[src/rtl/oka_mac_acc.sv]
// ---------------------------------------------------------------------------
// oka_mac_acc
//
// Purpose:
//   Accumulator stage that sits directly after the 32x32 Karatsuba
//   multiplier. It takes one 63-bit unsigned product per cycle under a
//   valid/ready handshake and adds together all beats of a frame. A frame
//   ends with the beat that has in_last set. When a frame ends, the stage
//   presents three registered results until downstream accepts them:
//   the frame sum, the number of beats, and an overflow flag.
//
// Parameters:
//   ACC_W  accumulator/result width in bits (must be >= 63)
//   CNT_W  beat-counter width
//
// Ports:
//   clk        in   single clock, rising edge
//   rst        in   asynchronous, active-high reset
//   in_valid   in   product beat valid
//   in_ready   out  stage can accept a beat (low while a result is held)
//   in_prod    in   63-bit unsigned product from the multiplier
//   in_last    in   final beat of the frame, qualified by in_valid
//   out_valid  out  frame result valid
//   out_ready  in   downstream accepts the result
//   out_sum    out  frame sum (ACC_W bits)
//   out_count  out  beats in the frame including the last (saturating)
//   out_ovf    out  the sum carried out of ACC_W bits during the frame
//
// Build option:
//   OKA_MAC_SAT_EN  When defined, a carry-out clamps the accumulator to its
//                   maximum value instead of wrapping. out_ovf is still set.
// ---------------------------------------------------------------------------
module oka_mac_acc #(
  parameter int ACC_W = 72,
  parameter int CNT_W = 16
) (
  input  logic             clk,
  input  logic             rst,
  input  logic             in_valid,
  output logic             in_ready,
  input  logic [62:0]      in_prod,
  input  logic             in_last,
  output logic             out_valid,
  input  logic             out_ready,
  output logic [ACC_W-1:0] out_sum,
  output logic [CNT_W-1:0] out_count,
  output logic             out_ovf
);

  typedef enum logic [1:0] {
    IDLE,
    ACC,
    HOLD
  } state_t;

  state_t             state;
  logic [ACC_W-1:0]   acc;
  logic [CNT_W-1:0]   cnt;
  logic               ovf;

  logic               accept;
  logic [ACC_W-1:0]   prod_ext;
  logic [ACC_W:0]     add_full;
  logic               add_carry;
  logic [ACC_W-1:0]   add_sum;
  logic [CNT_W-1:0]   cnt_inc;

  assign accept = in_valid && in_ready;

  // This block computes the next running sum and count.
  // The add is one bit wider than the accumulator so that the carry-out is
  // captured. In saturating builds, any carry clamps the sum to all ones.
  // Once the accumulator holds all ones, any further non-zero beat carries
  // again, so the value stays clamped for the rest of the frame.
  // The counter stops at its maximum value instead of wrapping back to zero.
  always_comb begin
    prod_ext  = ACC_W'(in_prod);
    add_full  = {1'b0, acc} + {1'b0, prod_ext};
    add_carry = add_full[ACC_W];
`ifdef OKA_MAC_SAT_EN
    add_sum   = add_carry ? '1 : add_full[ACC_W-1:0];
`else
    add_sum   = add_full[ACC_W-1:0];
`endif
    cnt_inc   = (cnt == '1) ? cnt : cnt + CNT_W'(1);
  end

  // This is the frame FSM. in_ready is a registered copy of (state != HOLD).
  // It is updated on every state change, so it never depends
  // combinationally on the inputs.
  always_ff @(posedge clk or posedge rst) begin
    if (rst) begin
      state     <= IDLE;
      acc       <= '0;
      cnt       <= '0;
      ovf       <= 1'b0;
      in_ready  <= 1'b1;
      out_valid <= 1'b0;
      out_sum   <= '0;
      out_count <= '0;
      out_ovf   <= 1'b0;
    end else begin
      case (state)
        IDLE: begin
          if (accept) begin
            if (in_last) begin
              out_sum   <= prod_ext;
              out_count <= CNT_W'(1);
              out_ovf   <= 1'b0;
              out_valid <= 1'b1;
              in_ready  <= 1'b0;
              state     <= HOLD;
            end else begin
              acc   <= prod_ext;
              cnt   <= CNT_W'(1);
              ovf   <= 1'b0;
              state <= ACC;
            end
          end
        end

        ACC: begin
          if (accept) begin
            if (in_last) begin
              out_sum   <= add_sum;
              out_count <= cnt_inc;
              out_ovf   <= ovf | add_carry;
              out_valid <= 1'b1;
              in_ready  <= 1'b0;
              state     <= HOLD;
            end else begin
              acc <= add_sum;
              cnt <= cnt_inc;
              ovf <= ovf | add_carry;
            end
          end
        end

        HOLD: begin
          if (out_valid && out_ready) begin
            out_valid <= 1'b0;
            acc       <= '0;
            cnt       <= '0;
            ovf       <= 1'b0;
            in_ready  <= 1'b1;
            state     <= IDLE;
          end
        end

        default: begin
          state     <= IDLE;
          in_ready  <= 1'b1;
          out_valid <= 1'b0;
        end
      endcase
    end
  end

endmodule

[config.mk]
export PLATFORM = sky130hd
export DESIGN_NAME = oka_mac_acc
export DESIGN_NICKNAME = d
export VERILOG_FILES = /design/src/rtl/oka_mac_acc.sv
export SDC_FILE = /design/constraint.sdc
export NUM_CORES = 1
export LEC_CHECK = 0
export CAP_MARGIN = 10
export CORE_AREA = 3 3 125 217
export CTS_CLUSTER_DIAMETER = 200
export CTS_CLUSTER_SIZE = 25
export DETAILED_ROUTE_END_ITERATION = 12
export DIE_AREA = 0 0 128 220
export DONT_BUFFER_PORTS = 1
export GPL_TIMING_DRIVEN = 0
export PLACE_DENSITY = 0.72
export SKIP_LAST_GASP = 1
export SYNTH_ARGS = -nofsm -noshare
export SYNTH_HDL_FRONTEND = slang
export SYNTH_SLANG_ARGS = --single-unit
[constraint.sdc]
create_clock -name clk -period 6.6 [get_ports clk]
set_clock_uncertainty 0.2 [all_clocks]
set_input_delay 1.98 -clock clk [delete_from_list [all_inputs] [get_ports clk]]
set_output_delay 1.98 -clock clk [all_outputs]
set_load 0.02 [all_outputs]
==> results of run 1 <==
cells in the final DEF, fill, tap and decap left out, types with 21 or more instances in the layout:
cell type / count
nand3_1: 44
and3_1: 39
a31oi_1: 21
nor2_1: 115
xor2_1: 23
clkbuf_1: 68
a21o_1: 26
nand4_1: 24
ha_1: 67
nor3_1: 28
nand2_1: 206
dfrtp_1: 181
inv_1: 32
xnor2_1: 45
mux2i_1: 39
a21oi_1: 197
o21ai_0: 168
path summary, 6_finish.rpt:
check	from	to	slack (ns)	depth (start not counted)
min in group asynchronous	rst	out_sum[8]	1.08	1
max	in_prod[0]	acc[64]	1.34	12
min	acc[8]	acc[8]	0.29	2
min reg2reg	acc[8]	acc[8]	0.29	2
max in group asynchronous	rst	out_sum[36]	4.20	4
max reg2reg	acc[0]	acc[64]	2.48	12
report_power, final:
group | total [uW] | switching, uW | leakage (uW) | internal, uW
clock network | 1030 | 495 | 0.000274 | 539
registers | 2050 | 527 | 0.00231 | 1520
logic | 4210 | 2820 | 0.00327 | 1390
total | 7290 | 3840 | 0.00585 | 3450
worst register-to-register path: stages, from the launching register on:
cell       delay [ns]
dfrtp_1          0.35
ha_1             0.23
fa_1             0.24
a21oi_1          0.10
o22ai_1          0.25
o21ai_0          0.15
a2111oi_1        0.97
o2111a_1         0.33
nor2_1           0.14
o21ai_2          0.37
a31oi_1          0.28
or3_1            0.35
o21ai_0          0.08
metal layers:
metal | wire, um | vias to the layer above
li1 | - | 5619
met1 | 15600 | 5717
met2 | 22800 | 436
met3 | 3040 | 141
met4 | 2880 | 0
met5 | 0 | -
state kept, by name (all words and copies together) (netlist names):
| register | count |
|---|---|
| cnt | 16 |
| out_valid | 1 |
| ovf | 1 |
| out_ovf | 1 |
| acc | 72 |
| out_count | 16 |
| in_ready | 1 |
| out_sum | 72 |
| state | 2 |
cell type report:
| type | instances | area share |
|---|---|---|
| Timing Repair Buffer | 5 | 0.00732 |
| Sequential cell | 182 | 0.333 |
| Inverter | 34 | 0.00960 |
| Clock inverter | 13 | 0.00970 |
| Multi-Input combinational cell | 1226 | 0.548 |
| Buffer | 94 | 0.0316 |
| Tap cell | 316 | 0.0289 |
| Clock buffer | 18 | 0.0321 |
cell families after synthesis:
group                      Yosys count  synth area share
buffers and inverters              128            0.0444
DFF                                182             0.361
muxes                               39            0.0310
xor gates and xnor gates            68            0.0472
and+or+nand+nor                    511             0.188
adders and majority gates           68            0.0681
AOI/OAI and AO/OA                  540             0.260
per-stage QoR:
step           hold slack [ns]  total power [uW]  worst slack (ns)  cell area [um^2]
3_3_place_gp             0.269              6130             0.993             13000
3_5_place_dp             0.280              6210             0.954             13100
4_1_cts                  0.296              7260              1.43             13700
2_1_floorplan            0.254              4910              1.77             12600
5_1_grt                  0.321              7810              1.19             13700
6_report                 0.295              7290              1.34             13700
==> metrics.md, run 1 <==
| Metric | Value |
|---|---|
| WP buf/inv | `0` |
| Worst path max stage delay | `roughly 0.97 ns` |
| Num ports | `between 150 and 200` |
| Critical Path End Type | `flop` |
| Nets | `~1,700` |
| CTS tree | `yes` |
| Max H-tree Level | `4` |
| Asr flop ratio synth | `1.00` |
| Total track usage | `0.316` |
| Wire per inst | `roughly 24 um` |
| Worst path cell trace | `ha_1 -> fa_1 -> a21oi_1 -> o22ai_1 -> o21ai_0 -> a2111oi_1 -> o2111a_1 -> nor2_1 -> o21ai_2 -> a31oi_1 -> or3_1 -> o21ai_0` |
| Post-CTS setup buffer count | `0` |
| Initial DRC Count | `between 700 and 800` |
| HP Class | `reg2reg` |
| Setup TNS | `0 ns` |
| Crit path required time | `between 6 and 7 ns` |
| Area growth, synth to finish | `8.49%` |
| FILL cells | `approximately 2,500` |
| Post-layout min period | `about 5.3 ns` |
| Final hold vios | `0` |
| Worst-Skew Late Latency | `roughly 0.47 ns` |
| Top fanout value on the critical path | `5` |
| Max Transition Viols Final | `0` |
| Synth Register Bits | `between 150 and 200` |
| Cell count after placement | `around 1,900` |
| Antenna violations before repair | `0` |
| # rows | `77` |
| CP max stage cell | `a2111oi_1` |
| Die Ht | `roughly 220 um` |
| Worst Setup Start Kind | `primary input` |
| Unique masters post-synth | `84` |
| Ys Warns | `0` |
| Met1 GRT Util | `0.339` |
| Post-synth top flop | `dfrtp_1` |
| Arrival @ worst endpoint | `between 5 and 6 ns` |
| Synth top area share | `0.359` |
| Post-DP HPWL | `34.7 mm` |
| Power per cell area | `533 mW/mm^2` |
| CTS Buf Count | `17` |
| Area of the mapped netlist | `between 0.01 and 0.015 mm^2` |
| Number of buffers added on ports | `0` |
| Register area share after synthesis | `0.361` |
| Post-synth EDFFs | `0` |
| Inserted Diodes | `0` |
| Drt via density | `approximately 6.3` |
| Grt met3 use | `0.0679` |
| Core ar. | `about 0.025 mm^2` |
| Clock-pin slew on the worst setup and hold paths | `about 0.070 ns` |
| Remaining antenna violation count after routing | `0` |
| Vias | `between 10,000 and 15,000` |
| First-pass GRT wire length | `approximately 68 mm` |
| Leak pwr | `0.00585 uW` |
| Cells resized by post-CTS repair | `0` |
| Post-synthesis net count | `1,672` |
| Crit path kind | `in2reg` |
| Unrepaired setup endpoints after global routing | `false` |
| Syn_area_per_cell | `~8 um^2` |
| Synth top area cells | `dfrtp_1 36%, a21oi_1 7.8%, o21ai_0 6.7%, ha_1 6.6%, nand2_1 6.1%` |
| Vias in the first global route | `roughly 12,000` |
| Core Util, Final | `0.538` |
| Slew HR | `0.304` |
| Die Width | `between 100 and 150 um` |
| Status | `finished, final reports clean` |
| CTS sink count | `182` |
| Final Non-Filler Cells | `approximately 1,900` |
| M2 GR Usage | `0.559` |
| Synth Instances | `1,536` |
| Final setup fails | `0` |
| Pin count of the biggest net entering global routing | `42` |
| Fmax achieved | `about 190 MHz` |
| Share of post-route cells with drive strength above 1 | `0.0490` |
| Most frequent cells after synthesis | `206 x nand2_1, 197 x a21oi_1, 181 x dfrtp_1` |
| Gr busiest metal | `met2` |
| Gpl congestion | `1.01` |
| Most used cell, CP | `o21ai_0` |
| Peak VDD IR | `approximately 0.00026 V` |
| Max Root-Sink Buffers | `2` |
| Clock root cell | `clkbuf_16` |
| Grt total ovfl | `0` |
| Worst-Margin Slew | `about 1.0 ns` |
| Die area | `0.0282 mm^2` |
| Area of the multi-input gates | `0.00749 mm^2` |
| TritonRoute pass-1 iters | `6` |
| FF/Latch Area | `0.00456 mm^2` |
| Max-Cap Viols | `0` |
| Routed WL | `44.4 mm` |
| Starting Density | `0.496` |
| Cell taking the most area after synthesis | `dfrtp_1` |
| DRC viols | `0` |
| CTS Hold Bufs | `0` |
| Cell with the most instances after synthesis | `nand2_1` |
| Crit path max-delay family | `compound AO/OA/AOI/OAI gates` |
| Tcrit/Tclk final | `0.796` |
Power figures use the tool's default switching activity.
==> inputs of run 2 (changes only) <==
- clock period: 6.6 -> 4.3 ns (I/O delays scaled with it)
==> run 2 against run 1 <==
Effect of this change: utilization up 0.33 points; critical path type unchanged; critical path depth down 2; sequential power up 53%; via count up 0.76%; power up 54%; cell area up 0.61%; count of clock-buffer cells in the layout unchanged; first-iteration DRC count up 14%; final cell count unchanged; highest routed layer unchanged; die area unchanged; largest power group unchanged; register-to-register slack worse by 2.1 ns.
==> metrics.md, run 2 (synthesis results as in run 1) <==
| Metric | Value |
|---|---|
| Remaining antenna violation count after routing | `0 (unchanged)` |
| WP buf/inv | `0 (unchanged)` |
| FF/Latch Area | `0.00456 mm^2 (unchanged)` |
| Worst path max stage delay | `0.55 ns (-0.42 ns)` |
| HP Start | `acc[5]` |
| FF-to-FF Start | `acc[20]` |
| Top fanout value on the critical path | `6 (+1)` |
| Reg-to-reg slack, setup | `0.42 ns (-2.06 ns)` |
| Drt via density | `6.36 (+0.76%)` |
| CP max stage cell | `or4_1` |
| Number of buffers added on ports | `0 (unchanged)` |
| CTS Hold Bufs | `0 (unchanged)` |
| Final hold vios | `0 (unchanged)` |
| Tot Pwr | `11,200 uW (+54%)` |
| CTS tree | `yes` |
| CTS sink count | `182 (unchanged)` |
| Core ar. | `0.0254 mm^2 (unchanged)` |
| Inserted Diodes | `0 (unchanged)` |
| RR Endpoint | `acc[41]` |
| Cell depth of the worst hold path | `2 (unchanged)` |
| Crit path required time | `4.48 ns (-2.31 ns)` |
| Final setup fails | `0 (unchanged)` |
| Worst-Skew Late Latency | `0.46 ns (about the same)` |
| Biggest regs | `acc x72, out_sum x72` |
| Power per cell area | `816 mW/mm^2 (+53%)` |
| Gpl congestion | `1.01 (unchanged)` |
| Most used cell, CP | `a21oi_1` |
| Core Util, Final | `0.541 (+0.00330)` |
| Pin count of the biggest net entering global routing | `42 (unchanged)` |
| Die area | `0.0282 mm^2 (unchanged)` |
| Critical Path End Type | `flop` |
| Seq pwr share | `0.280 (about the same)` |
| Max H-tree Level | `4 (unchanged)` |
| First-pass GRT wire length | `68.4 mm (about the same)` |
| HP Class | `reg2reg` |
| Max Root-Sink Buffers | `2 (unchanged)` |
| Slew HR | `0.306 (+0.00203)` |
| Internal power | `5310 uW (+54%)` |
| Switching part of the total | `0.527 (+0.000610)` |
| Total track usage | `0.316 (about the same)` |
| Max Transition Viols Final | `0 (unchanged)` |
| Grt total ovfl | `0 (unchanged)` |
| Clock root cell | `clkbuf_16` |
| Area growth, synth to finish | `9.16%` |
| Post-DP HPWL | `34.7 mm (unchanged)` |
| Crit path max-delay family | `compound AO/OA/AOI/OAI gates` |
| Worst-Margin Slew | `1.04 ns (-0.000426 ns)` |
| Num ports | `159 (unchanged)` |
| Post-CTS setup buffer count | `0 (unchanged)` |
| Most frequent cells in the layout | `206 x nand2_1, 197 x a21oi_1, 181 x dfrtp_1` |
| # rows | `77 (unchanged)` |
| Tcrit/Tclk final | `0.996` |
| Die Width | `128 um (unchanged)` |
| Clock-pin slew on the worst setup and hold paths | `0.07 ns (about the same)` |
| Hold EP | `acc[5]` |
| Wire per inst | `23.5 um (about the same)` |
| Status | `finished, final reports clean` |
| Max-Cap Viols | `0 (unchanged)` |
| Setup TNS | `0 ns (unchanged)` |
| Worst Setup Start Kind | `primary input` |
| Routed WL | `44.3 mm (about the same)` |
| CTS Buf Count | `17 (unchanged)` |
| Gate power share | `0.580 (+0.002)` |
| Antenna violations before repair | `0 (unchanged)` |
| Nets | `1,696 (unchanged)` |
| FILL cells | `2,453 (-0.081%)` |
| Worst Hold Slack | `0.292 ns (-0.00296 ns)` |
| Area of the multi-input gates | `0.00758 mm^2 (+1.1%)` |
| Starting Density | `0.496 (unchanged)` |
| Vias in the first global route | `12,100 (+0.22%)` |
| Worst path cell trace | `ha_1 -> nand4_1 -> or4_1 -> a21oi_1 -> nor4_2 -> o31ai_1 -> a31oi_1 -> xnor2_1 -> nand3_1 -> a21oi_1` |
| Most common cell after layout, fill and taps aside | `nand2_1` |
| TritonRoute pass-1 iters | `5 (-1)` |
| Leak pwr | `0.00587 uW (+0.35%)` |
| Post-layout min period | `approximately 4.3 ns` |
| Fmax achieved | `~230 MHz` |
| Vias | `12,000 (+0.76%)` |
| Depth of the worst register-to-register path | `10 (-2)` |
| Clock power share | `0.141 (about the same)` |
| Crit path kind | `in2reg` |
| Initial DRC Count | `871 (+14%)` |
| Unrepaired setup endpoints after global routing | `true` |
| Die Ht | `220 um (unchanged)` |
| Peak VDD IR | `0.000392 V (+54%)` |
| P_sw | `5920 uW (+54%)` |
| Share of post-route cells with drive strength above 1 | `0.0560 (+0.00700)` |
| Arrival @ worst endpoint | `4.46 ns (-0.98 ns)` |
| DRC viols | `0 (unchanged)` |
==> run 2: changes by cell type in the layout (fill, tap and decap cells not counted), moves of 2 or more <==
cell	before	now
nor3_2	0	2
a31oi_2	0	2
o21ai_1	10	12
a31oi_1	21	19
o21ai_0	168	166
nor3_1	28	26
==> run 2: through the flow <==
| step | setup WS (ns) | instances | cell area, um^2 |
|---|---|---|---|
| after global placement | -0.617 | 1852 | 13000 |
| after CTS | 0.0203 | 1888 | 13700 |
| final | 0.0192 | 1888 | 13800 |
| after floorplan | 0.155 | 1536 | 12600 |
| after global routing | -0.0557 | 1888 | 13800 |
| after detailed placement | -0.656 | 1857 | 13100 |
==> run 2: worst min-delay path, cell delays in order, from the launching register on <==
cell	delay [ns]
dfrtp_1	0.35
nand2_1	0.05
o21ai_0	0.06
==> run 2: how the worst max path moves through the flow <==
stage | from | end | slack [ns] | cells past startpoint
final | in_prod[20] | acc[41] | 0.02 | 10
after global routing | in_prod[20] | acc[41] | -0.06 | 10
after CTS | in_prod[0] | acc[62] | 0.02 | 12
after detailed placement | in_prod[0] | acc[64] | -0.66 | 12
after global placement | in_prod[0] | acc[64] | -0.62 | 12
after floorplan | in_prod[0] | out_ovf | 0.16 | 12
==> run 2: layout make-up <==
class                      count  share of cell area
multi-input combinational   1226               0.550
sequential                   182               0.331
clock buffer                  18              0.0319
buffer                        94              0.0315
tap                          316              0.0287
clock inverter                13             0.00964
inverter                      34             0.00955
timing repair buffer           5             0.00727
==> run 2: routing by layer <==
metal / global-route usage / up-vias / part of all wire
met5: 0 / - / 0
met4: 0.196 / 0 / 0.068
met3: 0.0682 / 141 / 0.068
met2: 0.559 / 448 / 0.51
met1: 0.338 / 5792 / 0.35
li1: - / 5623 / -
==> run 2: timing repair <==
action / CTS / global route
gates resized for setup: 3 / 14
pin swaps: 0 / 1
setup endpoints to repair: 13 / 27
==> run 2: power by group through the flow <==
stage	sequential [uW]	clock [uW]	combinational, uW
final	3140	1580	6510
after global placement	3150	0	6260
after floorplan	3020	0	4520
after CTS	3140	1600	6400
after detailed placement	3170	0	6370
after global routing	3220	1660	7150
==> inputs of run 3 (changes only) <==
- CELL_PAD_IN_SITES_DETAIL_PLACEMENT: default -> 0
- CELL_PAD_IN_SITES_GLOBAL_PLACEMENT: default -> 1
- CORE_AREA: 3 3 125 217 -> 3 3 132 230
- DIE_AREA: 0 0 128 220 -> 0 0 135 233
- PLACE_DENSITY: 0.72 -> 0.83
==> run 3 against run 2 <==
Effect of this change: via count down 0.22%; utilization decreased by 5.6 points; worst setup slack gained 0.046 ns; count of clock-buffer cells in the layout stayed put; flip-flop and latch count did not move; final cell count rose by 3.3%; global-route usage fell by 2.1 points; cell area is 0.96% higher; critical path depth unchanged; sequential power about the same; fmax grew 1.1%; non-clock buffer count unchanged; largest cell class unchanged; largest power group unchanged.
==> metrics.md, run 3 (synthesis results as in run 1) <==
| Metric | Value |
|---|---|
| Status | `finished, final reports clean` |
| Critical Path End Type | `flop` |
| Gpl congestion | `0.944 (-6.0%)` |
| Reg-to-reg slack, setup | `0.49 ns (+0.07 ns)` |
| Max Root-Sink Buffers | `2 (unchanged)` |
| CP max stage cell | `or4_1` |
| Area growth, synth to finish | `10.2%` |
| Wire per inst | `23.8 um (+1.5%)` |
| Arrival @ worst endpoint | `4.42 ns (-0.04 ns)` |
| Post-CTS setup buffer count | `0 (unchanged)` |
| Peak VDD IR | `0.000442 V (+13%)` |
| WP buf/inv | `0 (unchanged)` |
| Num ports | `159 (unchanged)` |
| TritonRoute pass-1 iters | `5 (unchanged)` |
| Worst-Margin Slew | `1.09 ns (+0.0518 ns)` |
| Pin count of the biggest net entering global routing | `42 (unchanged)` |
| Tcrit/Tclk final | `0.985 (-0.0106)` |
| Post-DP HPWL | `36.1 mm (+4.2%)` |
| FILL cells | `2,824 (+15%)` |
| Crit path required time | `4.49 ns (about the same)` |
| Number of buffers added on ports | `0 (unchanged)` |
| CTS tree | `yes` |
| Max Transition Viols Final | `0 (unchanged)` |
| RR Endpoint | `acc[41]` |
| Remaining antenna violation count after routing | `0 (unchanged)` |
| # rows | `82 (+6.5%)` |
| Max H-tree Level | `4 (unchanged)` |
| Gate power share | `0.577 (-0.003)` |
| Total track usage | `0.296 (-0.0205)` |
| Most frequent cells in the layout | `205 x nand2_1, 197 x a21oi_1, 181 x dfrtp_1` |
| Starting Density | `0.440 (-0.0553)` |
| Clock root cell | `clkbuf_16` |
| Routed WL | `46.5 mm (+4.9%)` |
| Final hold vios | `0 (unchanged)` |
| Core ar. | `0.0286 mm^2 (+13%)` |
| Fmax achieved | `236 MHz (+1.1%)` |
| Power per cell area | `824 mW/mm^2 (+0.95%)` |
| Depth of the worst register-to-register path | `10 (unchanged)` |
| Final instance area | `0.0139 mm^2 (+0.96%)` |
| Clock-pin slew on the worst setup and hold paths | `0.08 ns (about the same)` |
| Drt via density | `6.14 (-3.4%)` |
| Top fanout value on the critical path | `6 (unchanged)` |
| FF-to-FF Start | `acc[20]` |
| Crit path kind | `in2reg` |
| Setup TNS | `0 ns (unchanged)` |
| Hold EP | `acc[7]` |
| Seq pwr share | `0.274 (-0.006)` |
| Max-Cap Viols | `0 (unchanged)` |
| HP Class | `reg2reg` |
| Biggest regs | `acc x72, out_sum x72` |
| Internal power | `5390 uW (+1.4%)` |
| Post-layout min period | `4.24 ns (-0.0457 ns)` |
| Worst path max stage delay | `0.56 ns (about the same)` |
| Share of post-route cells with drive strength above 1 | `0.0559 (about the same)` |
| Die Ht | `233 um (+5.9%)` |
| Grt total ovfl | `0 (unchanged)` |
| Inserted Diodes | `0 (unchanged)` |
| Die area | `0.0315 mm^2 (+12%)` |
| First-pass GRT wire length | `70.8 mm (+3.6%)` |
| Nets | `1,696 (unchanged)` |
| Area post-placement | `0.0132 mm^2 (+0.59%)` |
| Antenna violations before repair | `0 (unchanged)` |
| Final setup fails | `0 (unchanged)` |
| Leak pwr | `0.00590 uW (+0.43%)` |
| Worst-Skew Late Latency | `0.47 ns (about the same)` |
| Worst Setup Start Kind | `primary input` |
| DRC viols | `0 (unchanged)` |
| Crit path max-delay family | `compound AO/OA/AOI/OAI gates` |
| P_sw | `6070 uW (+2.4%)` |
| Initial DRC Count | `767 (-12%)` |
| Vias | `12,000 (-0.22%)` |
| Most used cell, CP | `a21oi_1` |
| CTS sink count | `182 (unchanged)` |
| Clock power share | `0.149 (+0.008)` |
| HP Start | `acc[7]` |
| Core Util, Final | `0.485 (-0.0557)` |
| Cell depth of the worst hold path | `2 (unchanged)` |
| Unrepaired setup endpoints after global routing | `true` |
| Vias in the first global route | `12,000 (-0.93%)` |
| CTS Hold Bufs | `0 (unchanged)` |
| Most common cell after layout, fill and taps aside | `nand2_1` |
| Die Width | `135 um (+5.5%)` |
| Worst path cell trace | `ha_1 -> nand4_1 -> or4_1 -> a21oi_1 -> nor4_2 -> o31ai_1 -> a31oi_1 -> xnor2_1 -> nand3_1 -> a21oi_1` |
| Slew HR | `0.272 (-0.0345)` |
| Switching part of the total | `0.530 (+0.00264)` |
| CTS Buf Count | `17 (unchanged)` |
==> run 3: cell count changes in the layout (fill, tap and decap cells not counted), moves of 2 or more <==
| cell | delta |
|---|---|
| clkinv_4 | +3 |
| inv_8 | +2 |
| inv_6 | -3 |
| clkinvlp_4 | -2 |
==> run 3: worst max-delay path by stage <==
stage	from	to	slack (ns)	cells after the start
2_1_floorplan	in_prod[0]	out_ovf	0.16	12
3_3_place_gp	rst	out_sum[38]	-0.70	1
3_5_place_dp	in_prod[0]	ovf	-0.74	12
4_1_cts	in_prod[0]	out_ovf	0.004	12
5_1_grt	in_prod[0]	out_ovf	-0.01	12
6_report	in_prod[20]	acc[41]	0.06	10
==> run 3: layer usage <==
metal  wire length, um  share of wire  track usage
met3              2830          0.061       0.0627
met4              2880          0.062        0.166
met2             24000           0.52        0.528
met5                 0              0            0
met1             16800           0.36        0.321
==> run 3: cell type report <==
cell class,count,area (um^2),area share
tap,378,473,0.0340
inverter,34,131,0.00945
clock inverter,14,181,0.0131
timing repair buffer,5,100,0.00720
clock buffer,18,439,0.0316
multi-input combinational,1226,7580,0.546
sequential,182,4560,0.328
buffer,94,432,0.0311
==> run 3: power groups by stage <==
stage	logic (uW)	clock network (uW)	registers, uW
finish	6610	1700	3140
global route	7230	1790	3210
CTS	6510	1730	3150
detailed placement	6470	0	3170
global placement	6400	0	3150
floorplan	4520	0	3020
==> run 3: stage by stage <==
stage	hold WS [ns]	cells	setup WS [ns]	power, uW
2_1_floorplan	0.254	1536	0.155	7540
3_3_place_gp	0.268	1914	-0.704	9550
3_5_place_dp	0.277	1919	-0.739	9650
4_1_cts	0.297	1951	0.00418	11400
5_1_grt	0.315	1951	-0.0137	12200
6_report	0.292	1951	0.0650	11500
==> run 3: repair_timing <==
action                                  CTS  global route
pin swaps                                 0             1
endpoints found under the setup margin   15            21
gates resized for setup                   4            11
==> run 3: tightest hold or removal path: cells and delay by family, from the launching register on <==
family | cells | cell delay, ns
compound gates | 1 | 0.06
flops | 1 | 0.36
simple gates | 1 | 0.05
